--- src/rtl/loot_pkg.sv ---
// loot_pkg: slot state type, spawn table and value-generator constants for loot_manager
package loot_pkg;
  typedef enum logic [1:0] {EMPTY, PRESENT, OFFER, WAIT} loot_state_t;
  localparam int ITEM_SIZE = 16;
  localparam logic [7:0] LFSR_TAPS = 8'hB8;
  localparam logic [9:0] LOOT_X [8] = '{10'd100, 10'd116, 10'd300, 10'd400, 10'd500, 10'd200, 10'd50, 10'd600};
  localparam logic [9:0] LOOT_Y [8] = '{10'd200, 10'd200, 10'd200, 10'd300, 10'd100, 10'd400, 10'd350, 10'd250};
  function automatic logic [1:0] item_value(input logic [7:0] lfsr);
    return (lfsr[1:0] == 2'd0) ? 2'd1 : lfsr[1:0];
  endfunction
endpackage

--- src/rtl/collision.sv ---
// collision: overlap test between two SIZE x SIZE boxes given by their top-left corners
module collision #(
  parameter int SIZE = 16
) (
  input  logic [10:0] ax,
  input  logic [10:0] ay,
  input  logic [10:0] bx,
  input  logic [10:0] by,
  output logic        hit
);
  assign hit = (ax < bx + 11'(SIZE)) && (bx < ax + 11'(SIZE)) &&
               (ay < by + 11'(SIZE)) && (by < ay + 11'(SIZE));
endmodule

--- src/rtl/loot_lfsr.sv ---
// loot_lfsr: 8-bit Fibonacci LFSR (x^8+x^6+x^5+x^4+1) that reseeds on clear
module loot_lfsr import loot_pkg::*; #(
  parameter logic [7:0] SEED = 8'hA5
) (
  input  logic       FrameClk,
  input  logic       Reset,
  input  logic       clear,
  input  logic       advance,
  output logic [7:0] lfsr
);
  always_ff @(posedge FrameClk or posedge Reset)
    if (Reset) lfsr <= SEED;
    else if (clear) lfsr <= SEED;
    else if (advance) lfsr <= {lfsr[6:0], ^(lfsr & LFSR_TAPS)};
endmodule

--- src/rtl/loot_manager.sv ---
// loot_manager: offers overlapping loot to players, retires it on Collected, respawns it and renders it
module loot_manager import loot_pkg::*; #(
  parameter int         NUM_ITEMS      = 4,
  parameter int         RESPAWN_FRAMES = 120,
  parameter logic [7:0] LFSR_SEED      = 8'hA5
) (
  input  logic       FrameClk,
  input  logic       Reset,
  input  logic       SpawnEnable,
  input  logic [9:0] P1X,
  input  logic [9:0] P1Y,
  input  logic [9:0] P2X,
  input  logic [9:0] P2Y,
  input  logic [4:0] P1HbOffset,
  input  logic [4:0] P2HbOffset,
  input  logic       P1Collected,
  input  logic       P2Collected,
  input  logic [9:0] DrawX,
  input  logic [9:0] DrawY,
  output logic [1:0] P1Collect,
  output logic [1:0] P2Collect,
  output logic       LootPixel,
  output logic [1:0] LootValue,
  output logic [3:0] PixelX,
  output logic [3:0] PixelY
);
  loot_state_t state [NUM_ITEMS];
  logic [1:0] value [NUM_ITEMS];
  logic [7:0] timer [NUM_ITEMS];
  logic owner [NUM_ITEMS];
  logic [7:0] lfsr;
  logic [10:0] hb1x, hb1y, hb2x, hb2y;
  logic [NUM_ITEMS-1:0] hit1, hit2, present, busy1, busy2, in_box, req1, req2, gnt1, gnt2;
  logic [1:0] val1, val2;
  assign hb1x = 11'(P1X) + 11'(P1HbOffset);
  assign hb1y = 11'(P1Y) + 11'(ITEM_SIZE);
  assign hb2x = 11'(P2X) + 11'(P2HbOffset);
  assign hb2y = 11'(P2Y) + 11'(ITEM_SIZE);
  loot_lfsr #(.SEED(LFSR_SEED)) u_lfsr (
    .FrameClk(FrameClk), .Reset(Reset), .clear(!SpawnEnable), .advance(SpawnEnable), .lfsr(lfsr)
  );
  for (genvar i = 0; i < NUM_ITEMS; i++) begin : g_slot
    collision #(.SIZE(ITEM_SIZE)) u_c1 (
      .ax(hb1x), .ay(hb1y), .bx(11'(LOOT_X[i])), .by(11'(LOOT_Y[i])), .hit(hit1[i])
    );
    collision #(.SIZE(ITEM_SIZE)) u_c2 (
      .ax(hb2x), .ay(hb2y), .bx(11'(LOOT_X[i])), .by(11'(LOOT_Y[i])), .hit(hit2[i])
    );
    assign present[i] = state[i] == PRESENT;
    assign busy1[i] = (state[i] == OFFER || state[i] == WAIT) && !owner[i];
    assign busy2[i] = (state[i] == OFFER || state[i] == WAIT) && owner[i];
    assign in_box[i] = DrawX >= LOOT_X[i] && 11'(DrawX) < 11'(LOOT_X[i]) + 11'(ITEM_SIZE) &&
                       DrawY >= LOOT_Y[i] && 11'(DrawY) < 11'(LOOT_Y[i]) + 11'(ITEM_SIZE);
  end
  // lowest-index grant per player; P2 may not take the slot P1 was just granted
  assign req1 = present & hit1 & {NUM_ITEMS{~|busy1}};
  assign gnt1 = req1 & (~req1 + NUM_ITEMS'(1));
  assign req2 = present & hit2 & ~gnt1 & {NUM_ITEMS{~|busy2}};
  assign gnt2 = req2 & (~req2 + NUM_ITEMS'(1));
  always_comb begin
    val1 = '0;
    val2 = '0;
    LootPixel = 1'b0;
    LootValue = '0;
    PixelX = '0;
    PixelY = '0;
    for (int j = NUM_ITEMS - 1; j >= 0; j--) begin
      val1 = gnt1[j] ? value[j] : val1;
      val2 = gnt2[j] ? value[j] : val2;
      if (SpawnEnable && state[j] != EMPTY && in_box[j]) begin
        LootPixel = 1'b1;
        LootValue = value[j];
        PixelX = 4'(DrawX - LOOT_X[j]);
        PixelY = 4'(DrawY - LOOT_Y[j]);
      end
    end
  end
  always_ff @(posedge FrameClk or posedge Reset)
    if (Reset) begin
      P1Collect <= '0;
      P2Collect <= '0;
      for (int j = 0; j < NUM_ITEMS; j++) begin
        state[j] <= PRESENT; value[j] <= 2'd1; timer[j] <= '0; owner[j] <= 1'b0;
      end
    end else if (!SpawnEnable) begin
      P1Collect <= '0;
      P2Collect <= '0;
      for (int j = 0; j < NUM_ITEMS; j++) begin
        state[j] <= PRESENT; value[j] <= 2'd1; timer[j] <= '0; owner[j] <= 1'b0;
      end
    end else begin
      P1Collect <= val1;
      P2Collect <= val2;
      for (int j = 0; j < NUM_ITEMS; j++)
        case (state[j])
          PRESENT: if (gnt1[j] || gnt2[j]) begin
            state[j] <= OFFER;
            owner[j] <= gnt2[j];
          end
          OFFER: state[j] <= WAIT;
          WAIT: if (owner[j] ? P2Collected : P1Collected) begin
            state[j] <= EMPTY;
            timer[j] <= 8'(RESPAWN_FRAMES);
          end else state[j] <= PRESENT;
          default: if (timer[j] <= 8'd1) begin
            state[j] <= PRESENT;
            value[j] <= item_value(lfsr);
            timer[j] <= '0;
          end else timer[j] <= timer[j] - 8'd1;
        endcase
    end
endmodule

--- config.mk ---
export PLATFORM = sky130hd
export DESIGN_NAME = loot_manager
export DESIGN_NICKNAME = d
export VERILOG_FILES = /design/src/rtl/loot_pkg.sv /design/src/rtl/collision.sv /design/src/rtl/loot_lfsr.sv /design/src/rtl/loot_manager.sv
export SDC_FILE = /design/constraint.sdc
export NUM_CORES = 1
export LEC_CHECK = 0
export BUFFER_PORTS_ARGS = -buffer_cell sky130_fd_sc_hd__buf_2
export CORE_MARGIN = 2
export CORE_UTILIZATION = 45
export DETAILED_ROUTE_END_ITERATION = 10
export PLACE_DENSITY_LB_ADDON = 0.25
export SLEW_MARGIN = 20
export SYNTH_ARGS = -nofsm -noshare
export SYNTH_HDL_FRONTEND = slang
export SYNTH_SLANG_ARGS = --single-unit
--- constraint.sdc ---
create_clock -name FrameClk -period 4.4 [get_ports FrameClk]
set_input_delay 0.88 -clock FrameClk [delete_from_list [all_inputs] [get_ports FrameClk]]
set_output_delay 0.88 -clock FrameClk [all_outputs]
set_load 0.01 [all_outputs]
==> summary.json, run 1 <==
{
  "outcome": {
    "run_status": "complete, no violations"
  },
  "route": {
    "detailroute.via_count": 6857,
    "avgViaCountPerCell": 5.841,
    "post_drt_wl_per_cell_um": 14.99,
    "firstDrtPassIters": 5,
    "drt_first_iter_violations": 447,
    "drcViolationCount": 0,
    "finalWirelength_um": 17590,
    "antenna_violating_nets_post_route": 0
  },
  "synth": {
    "synth.ff_latch_count": 64,
    "area_share_of_the_largest_cell_type_after_synthesis_pct": 19.07,
    "post_synth_most_frequent_cells": "sky130_fd_sc_hd__nand2_1 (73), sky130_fd_sc_hd__o21ai_0 (73), sky130_fd_sc_hd__nor2_1 (60)",
    "syn_nets": 1009,
    "post_synth_main_area_contributors": "sky130_fd_sc_hd__dfrtp_1 (19%), sky130_fd_sc_hd__ha_1 (9.5%), sky130_fd_sc_hd__o21ai_0 (5.4%)",
    "netlist-cell-type-count": 84,
    "mappedNetlistArea_um2": 6823,
    "post-synth-top-area-cell": "sky130_fd_sc_hd__dfrtp_1",
    "synth_top_flop_cell": "sky130_fd_sc_hd__dfrtp_1",
    "ys_seq_area_share_pct": 23.69,
    "syn_area_per_cell_um2": 7.753,
    "post_synth_inst_count": 880,
    "asyncSetResetFlopFracSynth_pct": 100.0,
    "synth_warnings": 0,
    "count_of_flip_flops_with_a_built_in_enable_after_synthesis": 0
  },
  "worst_setup_path": {
    "end_kind": "flop",
    "timing.critical_path.required_ns": 4.67,
    "setup.worst_path.start_class": "primary input",
    "setup.worst_path.class": "primary input to flop",
    "cp_data_arrival_time_ns": 4.28,
    "worstPathMaxFanout": 2
  },
  "floorplan": {
    "design.core.area_um2": 15030,
    "die_height_um": 127.1,
    "die-width_um": 127.1,
    "floorplan.initialDensity_pct": 45.38,
    "rows": 45,
    "io-pin-count": 90,
    "die_area_um2": 16160
  },
  "sta": {
    "final.setup.worst_slack_ns": 0.3867,
    "max_freq_mhz": 249.2,
    "timing_max_transition_violations_final": 0,
    "fin_setup_tns_ns": 0,
    "timing_worst_slew_pin_value_ns": 0.9073,
    "final_worst_clock_skew_ns": 0.008064,
    "whs_ns": 0.4225,
    "timing.max_slew.rel_slack_pct": 39.42,
    "report.final.hold_viol_count": 0,
    "setup_viol": 0,
    "final_critical_path_share_of_the_clock_period_pct": 91.21,
    "unrepaired_setup_endpoints_after_global_routing": "no",
    "layout_min_cycle_time_ns": 4.013
  },
  "clocking": {
    "cts-root-to-sink-buffers": 2,
    "clock_sink_count": 64,
    "clock_latency_ns": 0.34,
    "cts_root_buffer": "sky130_fd_sc_hd__clkbuf_16",
    "tritoncts": "done",
    "cts_repair_resize_count": 0,
    "cts_hold_repair.buffers": 0,
    "post-cts-setup-buffer-count": 0,
    "tritoncts.num_buffers": 9,
    "ctsHtreeMaxLevel": 3,
    "worst_setup_hold_path_clk_slew_ns": 0.06
  },
  "global_route": {
    "wire_length_of_the_first_global_routing_pass_um": 30040,
    "grt_max_degree": 67,
    "grt-ovfl-total": 0,
    "grt_antenna_before_repair": 0,
    "globalRouteTotalUtil_pct": 22.05,
    "grt_pass1_vias": 6332
  },
  "min_path": {
    "holdCritPathClass": "flop to flop"
  },
  "placed_design": {
    "dpl_cell_area_um2": 7646,
    "place_congestion": 0.8715,
    "dp_hpwl_um": 13530,
    "pre_cts_slack_ns": -0.03406,
    "portBuffers": 89
  },
  "finish": {
    "layout-drive-gt1-share_pct": 18.36,
    "finish.net_count": 1110,
    "layout.cell_area.non_filler_um2": 7991,
    "area_delta_synth_final_pct": 17.13,
    "antenna-diode-count": 0,
    "finalCoreUtilization_pct": 53.16
  },
  "pwr": {
    "power.density_nw_per_um2": 473.7,
    "p_leak_nw": 3.512,
    "max-vdd-ir-drop_uv": 227.8
  },
  "job": {
    "max_cap_violations": 0
  }
}
-- placed cells by master (no fill, tap or decap), drive strengths merged, types with 18 or more instances in the layout --
cell	Yosys	layout
a21oi	45	45
a31oi	20	20
and2	24	24
buf	10	125
dfrtp	52	52
ha	52	52
inv	54	54
mux2i	20	20
nand2	74	74
nand3	35	35
nand4	18	18
nor2	60	60
nor2b	25	25
nor3	33	33
nor4	20	20
o21ai	74	74
-- kinds of logic after synthesis --
kind of cell | share of synthesized area (%)
AND/OR/NAND/NOR | 27.31
AO/OA/AOI/OAI | 27.40
buffers and inverters | 5.135
flip-flops | 23.69
adder cells (fa/ha/maj) | 10.12
XOR/XNOR | 3.081
multiplexers | 3.264
-- metrics by stage --
stage / total power [mW] / instances
floorplan: 2.451 / 880
global placement: 2.951 / 1158
detailed placement: 2.968 / 1158
CTS: 3.782 / 1174
global route: 4.117 / 1174
finish: 3.785 / 1174
-- worst paths after layout --
check	from	cells after the start	to	slack, ns
min	u_lfsr.lfsr[6]$_DFF_PP0_	1	u_lfsr.lfsr[7]$_DFF_PP1_	0.42
min reg2reg	u_lfsr.lfsr[6]$_DFF_PP0_	1	u_lfsr.lfsr[7]$_DFF_PP1_	0.42
min in group asynchronous	Reset	2	timer[12]$_DFFE_PP0P_	0.74
max	P1X[1]	16	state[4]$_DFFE_PP1P_	0.39
max reg2reg	state[6]$_DFFE_PP1P_	12	state[4]$_DFFE_PP1P_	1.16
max in group asynchronous	Reset	3	state[4]$_DFFE_PP1P_	2.79
-- sequential cells by signal (all words and copies together), names as in the netlist --
register / count
P1Collect: 2
P2Collect: 2
owner: 4
state: 8
timer: 32
u_lfsr.lfsr: 8
value: 8
-- power by group --
part / total [mW] / leakage (nW) / internal [mW] / switching, mW
logic: 2.09 / 2.52 / 0.827 / 1.26
clock network: 0.791 / 0.155 / 0.513 / 0.278
registers: 0.909 / 0.834 / 0.760 / 0.149
-- metal layers --
layer | global-route usage [%] | share of wire, % | vias up | wire (um)
met2 | 36.05 | 45 | 166 | 8005
met4 | 3.749 | 0.94 | 0 | 165
met5 | 0 | 0 | - | 0
li1 | - | - | 3463 | -
met1 | 31.04 | 49 | 3215 | 8645
met3 | 4.020 | 4.4 | 13 | 778
-- critical path, cell delays in order --
cell and delay [ns]:
sky130_fd_sc_hd__buf_2 0.11, sky130_fd_sc_hd__ha_1 0.34, sky130_fd_sc_hd__a211oi_4 0.33, sky130_fd_sc_hd__o31ai_4 0.11, sky130_fd_sc_hd__xnor2_1 0.20, sky130_fd_sc_hd__clkinv_1 0.12, sky130_fd_sc_hd__ha_1 0.21, sky130_fd_sc_hd__or2_2 0.28
sky130_fd_sc_hd__a22o_1 0.21, sky130_fd_sc_hd__a2111oi_2 0.35, sky130_fd_sc_hd__o21ai_1 0.14, sky130_fd_sc_hd__a211oi_2 0.26, sky130_fd_sc_hd__a21o_1 0.15, sky130_fd_sc_hd__a21oi_1 0.04, sky130_fd_sc_hd__or3_1 0.37, sky130_fd_sc_hd__and3_1 0.18
-- area by class of cell --
type / count / area (um^2)
Sequential cell: 64 / 1617
Clock inverter: 6 / 92.59
Inverter: 55 / 206.4
Fill cell: 1481 / 7042
Tap cell: 188 / 235.2
Timing Repair Buffer: 125 / 715.7
Clock buffer: 10 / 239.0
Multi-Input combinational cell: 726 / 4886
Note: power is estimated with default switching activity, not from simulation.
==> inputs of run 2 (changes only) <==
--- a/config.mk
+++ b/config.mk
@@ -6,7 +6,7 @@
 export NUM_CORES = 1
 export LEC_CHECK = 0
 export BUFFER_PORTS_ARGS = -buffer_cell sky130_fd_sc_hd__buf_2
-export CORE_MARGIN = 2
+export CORE_MARGIN = 4
 export CORE_UTILIZATION = 45
 export DETAILED_ROUTE_END_ITERATION = 10
 export PLACE_DENSITY_LB_ADDON = 0.25
==> run 2 against run 1 <==
Against the previous run: via count up 1.3%; global-route usage shrank 2.1 points; non-clock buffer count up 2; register-to-register slack gained 0.08 ns; critical path depth stayed put; hold slack better by 0.015 ns; sequential power grew 0.4%; sequential cell count stayed put; cell count shrank 0.17%; maximum frequency decreased by 2.6%; clock power down 1%; combinational power about the same; largest cell class unchanged; highest routed layer unchanged.
==> summary.json, run 2 (synthesis results as in run 1) <==
{
  "outcome": {
    "run_status": "complete, no violations"
  },
  "floorplan": {
    "die-width": {"value": 131.1, "unit": "um", "change": "+3.1%"},
    "floorplan.initialDensity": {"value": 46.42, "unit": "%", "change": "+1.0 points"},
    "rows": {"value": 44, "change": "-2.2%"},
    "io-pin-count": {"value": 90, "change": "unchanged"},
    "die_height": {"value": 131.1, "unit": "um", "change": "+3.1%"},
    "design.core.area": {"value": 14700, "unit": "um^2", "change": "-2.2%"},
    "die_area": {"value": 17200, "unit": "um^2", "change": "+6.4%"}
  },
  "finish": {
    "ff_latch_area": {"value": 1617, "unit": "um^2", "change": "unchanged"},
    "most-common-layout-cells": "sky130_fd_sc_hd__buf_2 (89), sky130_fd_sc_hd__nand2_1 (73), sky130_fd_sc_hd__o21ai_0 (72)",
    "largest-register": "timer",
    "finish.net_count": {"value": 1112, "change": "+0.18%"},
    "finalCoreUtilization": {"value": 54.34, "unit": "%", "change": "+1.2 points"},
    "final-instance-count-excl-fill": {"value": 1172, "change": "-0.17%"},
    "num-fill-cells": {"value": 1390, "change": "-6.1%"},
    "layout_commonest_cell": "sky130_fd_sc_hd__buf_2",
    "multi_input_comb_area": {"value": 4880, "unit": "um^2", "change": "-0.13%"},
    "flip_flop_count_of_the_largest_register_all_copies_and_words_added": {"value": 32, "change": "unchanged"},
    "layout-drive-gt1-share": {"value": 18.32, "unit": "%", "change": "-0.037 points"},
    "antenna-diode-count": {"value": 0, "change": "unchanged"},
    "area_delta_synth_final": {"value": 17.07, "unit": "%", "change": "about the same"}
  },
  "worst_setup_path": {
    "r2r_cells": {"value": 11, "change": "-1"},
    "worstPathMaxFanout": {"value": 2, "change": "unchanged"},
    "crit_path_start": "P1X[1]",
    "timing.critical_path.required": {"value": 4.66, "unit": "ns", "change": "about the same"},
    "cp_data_arrival_time": {"value": 4.38, "unit": "ns", "change": "+0.10 ns"},
    "end_kind": "flop",
    "setup.worst_path.start_class": "primary input",
    "regToRegSetupSlack": {"value": 1.24, "unit": "ns", "change": "+0.08 ns"},
    "setup.worst_path.class": "primary input to flop",
    "crit_path_end": "state[4]$_DFFE_PP1P_",
    "worst_reg2reg_endpoint": "state[4]$_DFFE_PP1P_",
    "crit-reg2reg-launch": "state[6]$_DFFE_PP1P_"
  },
  "sta": {
    "timing.max_slew.rel_slack": {"value": 40.00, "unit": "%", "change": "+0.58 points"},
    "fin_setup_tns": {"value": 0, "unit": "ns", "change": "unchanged"},
    "whs": {"value": 0.4372, "unit": "ns", "change": "+0.01470 ns"},
    "final_critical_path_share_of_the_clock_period": {"value": 93.63, "unit": "%", "change": "+2.4 points"},
    "layout_min_cycle_time": {"value": 4.120, "unit": "ns", "change": "+0.1062 ns"},
    "timing_worst_slew_pin_value": {"value": 0.8987, "unit": "ns", "change": "-0.008646 ns"},
    "setup_viol": {"value": 0, "change": "unchanged"},
    "report.final.hold_viol_count": {"value": 0, "change": "unchanged"},
    "max_freq": {"value": 242.7, "unit": "MHz", "change": "-2.6%"},
    "final_worst_clock_skew": {"value": 0.007656, "unit": "ns", "change": "-0.0004078 ns"},
    "timing_max_transition_violations_final": {"value": 0, "change": "unchanged"},
    "unrepaired_setup_endpoints_after_global_routing": "no"
  },
  "global_route": {
    "grt_pass1_vias": {"value": 6333, "change": "+0.016%"},
    "grt-ovfl-total": {"value": 0, "change": "unchanged"},
    "globalRouteTotalUtil": {"value": 19.99, "unit": "%", "change": "-2.1 points"},
    "wire_length_of_the_first_global_routing_pass": {"value": 29990, "unit": "um", "change": "-0.16%"},
    "grt_max_degree": {"value": 67, "change": "unchanged"},
    "grt_antenna_before_repair": {"value": 0, "change": "unchanged"}
  },
  "route": {
    "met1_length": {"value": 8541, "unit": "um", "change": "-1.2%"},
    "post_drt_wl_per_cell": {"value": 15.18, "unit": "um", "change": "+1.3%"},
    "drt_first_iter_violations": {"value": 543, "change": "+21%"},
    "firstDrtPassIters": {"value": 5, "change": "unchanged"},
    "avgViaCountPerCell": {"value": 5.924, "change": "+1.4%"},
    "drcViolationCount": {"value": 0, "change": "unchanged"},
    "dr_wl_met2": {"value": 7987, "unit": "um", "change": "-0.22%"},
    "antenna_violating_nets_post_route": {"value": 0, "change": "unchanged"},
    "finalWirelength": {"value": 17790, "unit": "um", "change": "+1.1%"},
    "detailroute.wirelength.met3": {"value": 1038, "unit": "um", "change": "+33%"},
    "topRoutingLayerUsed": "met4",
    "detailroute.via_count": {"value": 6943, "change": "+1.3%"}
  },
  "clocking": {
    "cts-root-to-sink-buffers": {"value": 2, "change": "unchanged"},
    "cts_hold_repair.buffers": {"value": 0, "change": "unchanged"},
    "worst_setup_hold_path_clk_slew": {"value": 0.06, "unit": "ns", "change": "about the same"},
    "tritoncts.num_buffers": {"value": 9, "change": "unchanged"},
    "ctsHtreeMaxLevel": {"value": 3, "change": "unchanged"},
    "tritoncts": "done",
    "clock_latency": {"value": 0.34, "unit": "ns", "change": "about the same"},
    "clock_sink_count": {"value": 64, "change": "unchanged"},
    "cts_root_buffer": "sky130_fd_sc_hd__clkbuf_16",
    "cts_repair_resize_count": {"value": 0, "change": "unchanged"},
    "post-cts-setup-buffer-count": {"value": 0, "change": "unchanged"}
  },
  "placed_design": {
    "place_congestion": {"value": 0.8844, "change": "+1.5%"},
    "numPlacedInstances": {"value": 1156, "change": "-0.17%"},
    "dp_hpwl": {"value": 13700, "unit": "um", "change": "+1.3%"},
    "portBuffers": {"value": 89, "change": "unchanged"}
  },
  "pwr": {
    "power.density": {"value": 474.3, "unit": "nW/um^2", "change": "+0.14%"},
    "p_leak": {"value": 3.522, "unit": "nW", "change": "+0.28%"},
    "total_power": {"value": 3.789, "unit": "mW", "change": "about the same"},
    "max-vdd-ir-drop": {"value": 237.1, "unit": "uV", "change": "+4.1%"}
  },
  "job": {
    "max_cap_violations": {"value": 0, "change": "unchanged"}
  },
  "min_path": {
    "holdCritPathClass": "flop to flop"
  }
}
==> run 2: cell types whose count changed in the layout (fill, tap and decap cells not counted) <==
cell | previous run | this run
sky130_fd_sc_hd__clkbuf_1 | 0 | 1
sky130_fd_sc_hd__buf_4 | 36 | 38
sky130_fd_sc_hd__a2111oi_2 | 1 | 0
sky130_fd_sc_hd__a2111oi_0 | 0 | 1
sky130_fd_sc_hd__clkinv_4 | 2 | 1
sky130_fd_sc_hd__clkinvlp_4 | 2 | 1
sky130_fd_sc_hd__clkinv_2 | 0 | 1
==> run 2: how the worst min path moves through the flow <==
stage,startpoint,endpoint,cells after the start
6_report,u_lfsr.lfsr[6]$_DFF_PP0_,u_lfsr.lfsr[7]$_DFF_PP1_,1
5_1_grt,u_lfsr.lfsr[6]$_DFF_PP0_,u_lfsr.lfsr[7]$_DFF_PP1_,1
4_1_cts,u_lfsr.lfsr[6]$_DFF_PP0_,u_lfsr.lfsr[7]$_DFF_PP1_,1
3_5_place_dp,u_lfsr.lfsr[6]$_DFF_PP0_,u_lfsr.lfsr[7]$_DFF_PP1_,1
3_3_place_gp,u_lfsr.lfsr[6]$_DFF_PP0_,u_lfsr.lfsr[7]$_DFF_PP1_,1
2_1_floorplan,u_lfsr.lfsr[6]$_DFF_PP0_,u_lfsr.lfsr[7]$_DFF_PP1_,1
==> run 2: final cells by class <==
type                    count  share of cell area [%]
multi-input cells         726                   61.09
flip-flops and latches     64                   20.24
repair buffers            127                   9.148
clock buffers              11                   3.039
well taps                 184                   2.882
inverters                  55                   2.585
clock inverters             5                   1.018
==> run 2: routing by layer <==
metal | track usage [%] | up-vias
li1 | - | 3469
met1 | 28.15 | 3261
met2 | 31.68 | 194
met3 | 4.511 | 19
met4 | 4.201 | 0
met5 | 0 | -
==> run 2: critical path, cell delays in order <==
cell and delay [ns]:
sky130_fd_sc_hd__buf_2 0.11, sky130_fd_sc_hd__ha_1 0.34, sky130_fd_sc_hd__a211oi_4 0.34, sky130_fd_sc_hd__o31ai_4 0.11
sky130_fd_sc_hd__xnor2_1 0.19, sky130_fd_sc_hd__clkinv_1 0.13, sky130_fd_sc_hd__ha_1 0.22, sky130_fd_sc_hd__or2_2 0.27
sky130_fd_sc_hd__a22o_1 0.19, sky130_fd_sc_hd__a2111oi_0 0.44, sky130_fd_sc_hd__o21ai_1 0.16, sky130_fd_sc_hd__a211oi_2 0.25
sky130_fd_sc_hd__a21o_1 0.14, sky130_fd_sc_hd__a21oi_1 0.04, sky130_fd_sc_hd__or3_1 0.36, sky130_fd_sc_hd__and3_1 0.18
==> run 2: metrics by stage <==
step	cell area [um^2]	setup WS [ns]
final	7988	0.2805
after global routing	7988	0.01323
after CTS	7980	0.2556
after detailed placement	7656	-0.09215
after global placement	7656	-0.007269
after floorplan	6840	0.03536
==> run 2: report_power, final <==
group	internal (mW)	switching (mW)
Clock	0.511	0.270
Sequential	0.760	0.153
Combinational	0.838	1.26
Total	2.11	1.68
==> inputs of run 3 (changes only) <==
--- a/config.mk
+++ b/config.mk
@@ -6,10 +6,11 @@
 export NUM_CORES = 1
 export LEC_CHECK = 0
 export BUFFER_PORTS_ARGS = -buffer_cell sky130_fd_sc_hd__buf_2
+export CORE_ASPECT_RATIO = 0.6
 export CORE_MARGIN = 4
-export CORE_UTILIZATION = 45
+export CORE_UTILIZATION = 25
 export DETAILED_ROUTE_END_ITERATION = 10
-export PLACE_DENSITY_LB_ADDON = 0.25
+export PLACE_DENSITY = 0.49
 export SLEW_MARGIN = 20
 export SYNTH_ARGS = -nofsm -noshare
 export SYNTH_HDL_FRONTEND = slang
==> run 3 against run 2 <==
Against the previous run: non-clock buffer count rose by 15; combinational power rose by 3%; clock power decreased by 15%; sequential power hardly changed; first-iteration DRC count rose by 20%.
==> summary.json, run 3 (synthesis results as in run 1) <==
{
  "clocking": {
    "worst_setup_hold_path_clk_slew": {"value": 0.05, "unit": "ns", "change": "about the same"},
    "cts_hold_repair.buffers": {"value": 0, "change": "unchanged"},
    "cts_repair_resize_count": {"value": 0, "change": "unchanged"},
    "post-cts-setup-buffer-count": {"value": 0, "change": "unchanged"},
    "cts-root-to-sink-buffers": {"value": 2, "change": "unchanged"},
    "ctsHtreeMaxLevel": {"value": 3, "change": "unchanged"},
    "tritoncts": "done",
    "clock_sink_count": {"value": 64, "change": "unchanged"},
    "clock_latency": {"value": 0.34, "unit": "ns", "change": "about the same"},
    "cts_root_buffer": "sky130_fd_sc_hd__clkbuf_16",
    "tritoncts.num_buffers": {"value": 9, "change": "unchanged"}
  },
  "worst_setup_path": {
    "cp_data_arrival_time": {"value": 4.44, "unit": "ns", "change": "+0.06 ns"},
    "critical-path-top-delay-family": "compound AO/OA/AOI/OAI gates",
    "critPathBufInv": {"value": 2, "change": "unchanged"},
    "setup.worst_path.class": "primary input to flop",
    "crit_slowest_cell": "sky130_fd_sc_hd__a211oi_2",
    "end_kind": "flop",
    "timing.critical_path.required": {"value": 4.67, "unit": "ns", "change": "about the same"},
    "critical_path.max_stage_delay": {"value": 0.39, "unit": "ns", "change": "-0.05 ns"},
    "cp_cell_sequence": "buf_2 -> ha_1 -> a211oi_2 -> o31ai_4 -> xnor2_1 -> clkinv_1 -> ha_1 -> or2_2 -> a22o_1 -> a2111oi_0 -> o21ai_0 -> a211oi_2 -> a21o_1 -> a21oi_1 -> or3_1 -> and3_1",
    "worstPathMaxFanout": {"value": 2, "change": "unchanged"},
    "setup.worst_path.start_class": "primary input"
  },
  "sta": {
    "final_critical_path_share_of_the_clock_period": {"value": 94.84, "unit": "%", "change": "+1.2 points"},
    "unrepaired_setup_endpoints_after_global_routing": "no",
    "timing.max_slew.rel_slack": {"value": 45.87, "unit": "%", "change": "+5.9 points"},
    "max_freq": {"value": 239.6, "unit": "MHz", "change": "-1.3%"},
    "layout_min_cycle_time": {"value": 4.173, "unit": "ns", "change": "+0.05344 ns"},
    "setup_viol": {"value": 0, "change": "unchanged"},
    "report.final.hold_viol_count": {"value": 0, "change": "unchanged"},
    "final_worst_clock_skew": {"value": 0.01026, "unit": "ns", "change": "+0.002603 ns"},
    "final.setup.worst_slack": {"value": 0.2270, "unit": "ns", "change": "-0.05345 ns"},
    "timing_max_transition_violations_final": {"value": 0, "change": "unchanged"},
    "timing_worst_slew_pin_value": {"value": 0.8057, "unit": "ns", "change": "-0.09298 ns"},
    "fin_setup_tns": {"value": 0, "unit": "ns", "change": "unchanged"}
  },
  "global_route": {
    "grt_pass1_vias": {"value": 6326, "change": "-0.11%"},
    "grt-ovfl-total": {"value": 0, "change": "unchanged"},
    "globalRouteTotalUtil": {"value": 13.40, "unit": "%", "change": "-6.6 points"},
    "wire_length_of_the_first_global_routing_pass": {"value": 33440, "unit": "um", "change": "+11%"},
    "grt_max_degree": {"value": 67, "change": "unchanged"},
    "grt_antenna_before_repair": {"value": 0, "change": "unchanged"}
  },
  "route": {
    "post_drt_wl_per_cell": {"value": 15.00, "unit": "um", "change": "-1.2%"},
    "antenna_violating_nets_post_route": {"value": 0, "change": "unchanged"},
    "finalWirelength": {"value": 20450, "unit": "um", "change": "+15%"},
    "avgViaCountPerCell": {"value": 5.117, "change": "-14%"},
    "detailroute.via_count": {"value": 6974, "change": "+0.45%"},
    "drt_first_iter_violations": {"value": 652, "change": "+20%"},
    "firstDrtPassIters": {"value": 7, "change": "+2"},
    "drcViolationCount": {"value": 0, "change": "unchanged"}
  },
  "floorplan": {
    "io-pin-count": {"value": 90, "change": "unchanged"},
    "die_height": {"value": 136.0, "unit": "um", "change": "+3.7%"},
    "die-width": {"value": 221.3, "unit": "um", "change": "+69%"},
    "floorplan.initialDensity": {"value": 25.60, "unit": "%", "change": "-21 points"},
    "die_area": {"value": 30090, "unit": "um^2", "change": "+75%"},
    "rows": {"value": 46, "change": "+4.5%"},
    "design.core.area": {"value": 26650, "unit": "um^2", "change": "+81%"}
  },
  "pwr": {
    "total_power": {"value": 3.735, "unit": "mW", "change": "-1.4%"},
    "power.density": {"value": 451.9, "unit": "nW/um^2", "change": "-4.7%"},
    "max-vdd-ir-drop": {"value": 236.0, "unit": "uV", "change": "-0.45%"},
    "p_leak": {"value": 3.568, "unit": "nW", "change": "+1.3%"}
  },
  "finish": {
    "largest-register": "timer",
    "flip_flop_count_of_the_largest_register_all_copies_and_words_added": {"value": 32, "change": "unchanged"},
    "layout-drive-gt1-share": {"value": 19.54, "unit": "%", "change": "+1.2 points"},
    "finalCoreUtilization": {"value": 31.01, "unit": "%", "change": "-23 points"},
    "num-fill-cells": {"value": 2837, "change": "+100%"},
    "layout.cell_area.non_filler": {"value": 8264, "unit": "um^2", "change": "+3.5%"},
    "area_delta_synth_final_pct": 21.13,
    "finish.net_count": {"value": 1127, "change": "+1.3%"},
    "most-common-layout-cells": "sky130_fd_sc_hd__buf_2 (89), sky130_fd_sc_hd__o21ai_0 (73), sky130_fd_sc_hd__nand2_1 (73)",
    "layout_commonest_cell": "sky130_fd_sc_hd__buf_2",
    "antenna-diode-count": {"value": 0, "change": "unchanged"}
  },
  "outcome": {
    "run_status": "complete, no violations"
  },
  "placed_design": {
    "dp_hpwl": {"value": 16390, "unit": "um", "change": "+20%"},
    "pre_cts_slack": {"value": -0.07252, "unit": "ns", "change": "+0.01962 ns"},
    "place_congestion": {"value": 0.8474, "change": "-4.2%"},
    "dpl_cell_area": {"value": 7989, "unit": "um^2", "change": "+4.3%"},
    "portBuffers": {"value": 89, "change": "unchanged"}
  },
  "min_path": {
    "holdCritPathClass": "flop to flop"
  },
  "job": {
    "max_cap_violations": {"value": 0, "change": "unchanged"}
  }
}
## run 3: changes by cell type in the layout (fill, tap and decap cells not counted)
cell,previous run,this run
sky130_fd_sc_hd__a211oi_2,2,3
sky130_fd_sc_hd__a211oi_4,2,1
sky130_fd_sc_hd__buf_4,38,53
sky130_fd_sc_hd__bufinv_16,2,0
sky130_fd_sc_hd__clkinv_2,1,2
sky130_fd_sc_hd__clkinv_4,1,0
sky130_fd_sc_hd__clkinvlp_4,1,3
sky130_fd_sc_hd__o21ai_0,72,73
sky130_fd_sc_hd__o21ai_1,2,1
## run 3: where the power goes
| group | internal (mW) | switching, mW |
|---|---|---|
| clock | 0.394 | 0.268 |
| combinational | 0.843 | 1.32 |
| sequential | 0.760 | 0.152 |
| total | 2.00 | 1.74 |
## run 3: per-layer routing
layer / wire length (um) / track usage (%)
met1: 11280 / 22.09
met2: 7621 / 17.37
met3: 1413 / 2.892
met4: 131 / 2.182
met5: 0 / 0
## run 3: final cells by class
| cell class | instances | area (um^2) | area share (%) |
|---|---|---|---|
| multi-input cells | 726 | 4872 | 58.96 |
| flip-flops and latches | 64 | 1617 | 19.56 |
| repair buffers | 142 | 843.3 | 10.20 |
| clock buffers | 11 | 242.7 | 2.937 |
| well taps | 360 | 450.4 | 5.450 |
| clock inverters | 5 | 32.53 | 0.3936 |
| inverters | 55 | 206.4 | 2.498 |
## run 3: final timing paths
kind / start / endpoint / slack, ns / cells past startpoint
min reg2reg: u_lfsr.lfsr[6]$_DFF_PP0_ / u_lfsr.lfsr[7]$_DFF_PP1_ / 0.43 / 1
max in group asynchronous: Reset / state[6]$_DFFE_PP1P_ / 2.78 / 3
min: u_lfsr.lfsr[6]$_DFF_PP0_ / u_lfsr.lfsr[7]$_DFF_PP1_ / 0.43 / 1
max: P1X[1] / state[4]$_DFFE_PP1P_ / 0.23 / 16
max reg2reg: state[4]$_DFFE_PP1P_ / state[4]$_DFFE_PP1P_ / 1.18 / 12
min in group asynchronous: Reset / timer[14]$_DFFE_PP0P_ / 0.69 / 2
## run 3: stage by stage
step,instances,hold WS [ns]
floorplan,880,0.4101
global placement,1347,0.4224
detailed placement,1347,0.4268
CTS,1363,0.4416
global route,1363,0.4655
finish,1363,0.4346
